[config.mk]
export PLATFORM = sky130hd
export DESIGN_NAME = regfile_sb
export DESIGN_NICKNAME = d
export VERILOG_FILES = /design/src/rtl/regfile_sb.sv
export SDC_FILE = /design/constraint.sdc
export NUM_CORES = 2
export LEC_CHECK = 0
export BUFFER_PORTS_ARGS = -buffer_cell sky130_fd_sc_hd__buf_2
export CORE_MARGIN = 1
export CORE_UTILIZATION = 55
export DETAILED_ROUTE_END_ITERATION = 12
export MAX_ROUTING_LAYER = met4
export PLACE_DENSITY = 0.73
export SLEW_MARGIN = 20
export SYNTH_ARGS = -nofsm -noshare
export SYNTH_HDL_FRONTEND = slang
export SYNTH_SLANG_ARGS = --single-unit
export TNS_END_PERCENT = 100
[constraint.sdc]
create_clock -name clk -period 4.7 [get_ports clk]
set_input_delay 0.47 -clock clk [delete_from_list [all_inputs] [get_ports clk]]
set_output_delay 0.47 -clock clk [all_outputs]
set_load 0.05 [all_outputs]
[src/rtl/regfile_sb.sv]
// Register file with two combinational read ports, ALU and load write ports, and a load scoreboard.
// Latency: reads 0 cycles (with write bypass); writes and busy/pend_cnt updates 1 edge.
// Backpressure: none internally; decode stalls on busy1/busy2 for outstanding loads.
//
// Ports: AD1/AD2 -> RD1/RD2, busy1/busy2 (read side); AD3/WE3/WD3 (ALU write);
// AD4/WE4/WD4 (load writeback, clears busy); issue_vld/issue_rd (sets busy);
// busy_any/pend_cnt (registered scoreboard summary); a0 (stored A0_INDEX value).
module regfile_sb #(
  parameter int ADDRESS_WIDTH = 5,
  parameter int DATA_WIDTH    = 32,
  parameter int A0_INDEX      = 10
) (
  input  logic                     clk,
  input  logic                     rst_n,
  input  logic [ADDRESS_WIDTH-1:0] AD1,
  input  logic [ADDRESS_WIDTH-1:0] AD2,
  output logic [DATA_WIDTH-1:0]    RD1,
  output logic [DATA_WIDTH-1:0]    RD2,
  output logic                     busy1,
  output logic                     busy2,
  input  logic [ADDRESS_WIDTH-1:0] AD3,
  input  logic                     WE3,
  input  logic [DATA_WIDTH-1:0]    WD3,
  input  logic [ADDRESS_WIDTH-1:0] AD4,
  input  logic                     WE4,
  input  logic [DATA_WIDTH-1:0]    WD4,
  input  logic                     issue_vld,
  input  logic [ADDRESS_WIDTH-1:0] issue_rd,
  output logic                     busy_any,
  output logic [ADDRESS_WIDTH:0]   pend_cnt,
  output logic [DATA_WIDTH-1:0]    a0
);

  localparam int DEPTH = 2**ADDRESS_WIDTH;
  localparam logic [ADDRESS_WIDTH-1:0] A0_ADDR = A0_INDEX[ADDRESS_WIDTH-1:0];

  logic [DATA_WIDTH-1:0]  mem [DEPTH];
  logic [DEPTH-1:0]       busy;
  logic [DEPTH-1:0]       busy_nxt;
  logic [ADDRESS_WIDTH:0] cnt_nxt;

  logic we3_ok;
  logic we4_ok;
  assign we3_ok = WE3 && (AD3 != '0);
  assign we4_ok = WE4 && (AD4 != '0);

  // Storage. Entry 0 is never written, so it stays zero after reset.
  // Port 4 is assigned last so a load writeback wins a same-address collision.
  always_ff @(posedge clk or negedge rst_n) begin
    if (!rst_n) begin
      for (int i = 0; i < DEPTH; i++) mem[i] <= '0;
    end else begin
      if (we3_ok) mem[AD3] <= WD3;
      if (we4_ok) mem[AD4] <= WD4;
    end
  end

  // Next busy vector: writeback clears first, then issue sets, so a new
  // load to the same register keeps it busy.
  always_comb begin
    busy_nxt = busy;
    if (we4_ok) busy_nxt[AD4] = 1'b0;
    if (issue_vld && (issue_rd != '0)) busy_nxt[issue_rd] = 1'b1;
    busy_nxt[0] = 1'b0;
  end

  always_comb begin
    cnt_nxt = '0;
    for (int i = 0; i < DEPTH; i++)
      cnt_nxt = cnt_nxt + {{ADDRESS_WIDTH{1'b0}}, busy_nxt[i]};
  end

  always_ff @(posedge clk or negedge rst_n) begin
    if (!rst_n) begin
      busy     <= '0;
      pend_cnt <= '0;
      busy_any <= 1'b0;
    end else begin
      busy     <= busy_nxt;
      pend_cnt <= cnt_nxt;
      busy_any <= |busy_nxt;
    end
  end

  // Read ports with same-cycle bypass; port 4 takes precedence over port 3.
  always_comb begin
    RD1 = mem[AD1];
    if (AD1 != '0) begin
      if (WE4 && (AD4 == AD1))      RD1 = WD4;
      else if (WE3 && (AD3 == AD1)) RD1 = WD3;
    end
  end

  always_comb begin
    RD2 = mem[AD2];
    if (AD2 != '0) begin
      if (WE4 && (AD4 == AD2))      RD2 = WD4;
      else if (WE3 && (AD3 == AD2)) RD2 = WD3;
    end
  end

  // A writeback landing this cycle resolves the hazard; its data is bypassed.
  assign busy1 = busy[AD1] & ~(WE4 && (AD4 == AD1));
  assign busy2 = busy[AD2] & ~(WE4 && (AD4 == AD2));

  assign a0 = mem[A0_ADDR];

endmodule

==> out/results.ini <==
[clocking]
cts_tree=done
cts_max_path_buffers=3
clock-sinks=1062
insertion_delay_ps=760
cts-buffers-inserted=117
htree_levels=3
clk_pin_slew_ps=60
clock-root-buffer=clkbuf_16

[layout]
post-route-util_pct=60.92
layout_commonest_cell=mux2i_1
syn2layout_area_growth_pct=9.676
final_nets=7293
final_area_um2=76600
multi_input_area_um2=39180
most-common-layout-cells=mux2i_1, dfrtp_1, a21oi_1
drive_above_1_share_pct=16.54
final_cells=8947
seq_area_um2=26580
fill_cells=10480

[critical_path]
critPathMaxFanout=9
required_ps=5380
endpoint_kind=flop
startpoint_type=input pin
crit_type=in2reg
r2r-start=busy[1]
startpoint=WE4
arrival_ps=5680

[hold_path]
hold_path_startpoint=WD4[13]
hold_class=in2reg

[sta]
clock_skew_ps=8.436
tns_ps=-997.7
finalCritPeriodShare_pct=106.5
layout_min_cycle_time_ps=5005
setup_violations=5
slew_violations=0
maxSlewHeadroom_pct=17.31
fin_hold_ws_ps=144.3
hold_viol_final=0
tightest_slew_ps=1240
rsz0062_at_grt=yes
fin_ws_ps=-304.9
fmax_mhz=199.8

[route]
viasPerCell=7.282
remaining_drc_errors=0
top_layer=met4
vias=65160
drt-initial-drc-count=10870
wl_met3_mm=43.64
met1_length_mm=105.1
route.antenna.remaining_nets=0
routedWlPerCell_um=33.02
wl_mm=295.4
route.met2.wl_mm=120.7
dr.pass1.iters=7

[outcome]
violations=setup timing
outcome=complete, but fails checks

[power_and_ir_drop]
p_seq_share_pct=36.8
p_sw_mw=13.14
power_mw=36.77
ir_drop_mv=1.798
clkPwrFrac_pct=27.5
p_sw_share_pct=35.74
internal_power_mw=23.63
share_comb_of_total_power_pct=35.7
power_density_nw_per_um2=480.1
leakagePower_nw=34.01

[job]
maxCapViolations=0

[yosys]
ys.warnings.count=0
ys_types=67
synth_top_area_share_pct=38.05
synth_top_cell_by_area=dfrtp_1
synth_cells=7505
synth_area_per_cell_um2=9.306
ys_seq_area_share_pct=38.05
syn-cell-area_um2=69840
synth_ff_type=dfrtp_1
async_reset_ff_share_pct=100.0
synth_area_leaders=dfrtp_1, mux2i_1, mux2_2
synth_edf_count=0
synth_seq_cells=1062
syn-num-nets=7630

[global_routing]
grt_util_all_layers_pct=46.53
antenna_found_initial=29
grt_overflow=0
grt_start_max_net_pins=145
grt_pass1_wl_mm=424.8
grt_pass1_vias=61560

[floorplan]
core-area_um2=125700
start_util_pct=55.55
die_area_um2=128400
row_count=130
io_pins=199
fp.dieW_um=358.4
chipHeight_um=358.4

[place]
dp_slack_ps=-1265
place_inst=8667
hpwl_mm=164.2
gp_congestion=0.9481
place_area_um2=71940
port_buffers=198

[worst paths after layout]
path	slack (ps)	cells past startpoint	to
worst max-delay path	-300	19	pend_cnt[4]
worst min-delay path	140	3	mem[493]
worst max register to register	-290	15	pend_cnt[4]
worst min register to register	400	0	mem[1013]
max in group asynchronous	2950	3	a0[9]
min in group asynchronous	330	2	mem[218]
[timing repair]
action                                  CTS  global route
pin swaps                                 7             3
endpoints found under the setup margin    5             5
buffers inserted                         28             3
hold endpoints to repair                 49             0
hold buffers                              1             0
resized for setup                        38             5
[logic make-up (layout without fill, tap and decap cells)]
logic type	count (synthesis)	count (layout)	share of synthesized area (%)
adder cells (fa/ha/maj)	31	31	0.8026
multiplexers	1610	1610	23.97
AO/OA/AOI/OAI	2256	2256	20.48
flip-flops	1062	1062	38.05
buffers and inverters	1042	803	6.845
XOR/XNOR	23	23	0.2884
AND/OR/NAND/NOR	1481	1481	9.566
other	0	31	0
[Yosys cell counts, types with 23 or more instances]
master	n
mux2_2	318
a22o_1	35
nor2b_1	236
nor2_1	613
a22oi_1	125
fa_1	23
dfrtp_1	1062
a32oi_1	194
nor3_1	62
o32ai_1	64
nand2_1	440
buf_1	83
clkbuf_1	569
o21ai_0	289
a2111oi_0	61
a31oi_1	116
a221oi_1	31
a211oi_1	342
o21ai_1	134
inv_1	47
buf_4	85
o22ai_1	155
a21oi_1	692
mux2i_1	1274
buf_2	209
[power by group through the flow]
stage	logic [mW]	clock network, mW	registers, mW
after floorplan	9.04	0	13.1
after global placement	12.0	0	13.4
after detailed placement	12.3	0	13.6
after CTS	12.9	10.1	13.4
after global routing	14.2	10.4	13.8
final	13.1	10.1	13.5
[routing by layer]
layer	track usage (%)	vias to the layer above
met1	57.56	31140
met4	33.63	0
li1	-	26850
met2	62.73	5512
met3	15.98	1654
met5	-	-
[registers in the layout, summed over array words and instances (netlist names)]
| register | cells |
|---|---|
| busy | 31 |
| pend_cnt | 6 |
| busy_any | 1 |
| a0 | 32 |
| mem | 992 |
[area by class of cell]
type,instances,share of cell area [%]
multi-input cells,5401,51.15
flip-flops and latches,1062,34.69
repair buffers,539,5.696
clock buffers,175,4.632
well taps,1650,2.695
clock inverters,42,0.8036
inverters,47,0.2303
diodes,31,0.1013
[worst max-delay path, cell delays in order]
cell and delay [ps]:
buf_2 150, buf_6 170, and4bb_2 260, nand2_2 110, a22oi_2 190, inv_2 70, fa_1 550, inv_2 50
fa_1 490, fa_1 560, fa_1 430, fa_1 490, inv_1 50, fa_1 460, fa_2 390, fa_2 350
a21o_1 180, a21oi_2 130, xnor2_1 120
Power figures use the tool's default switching activity.
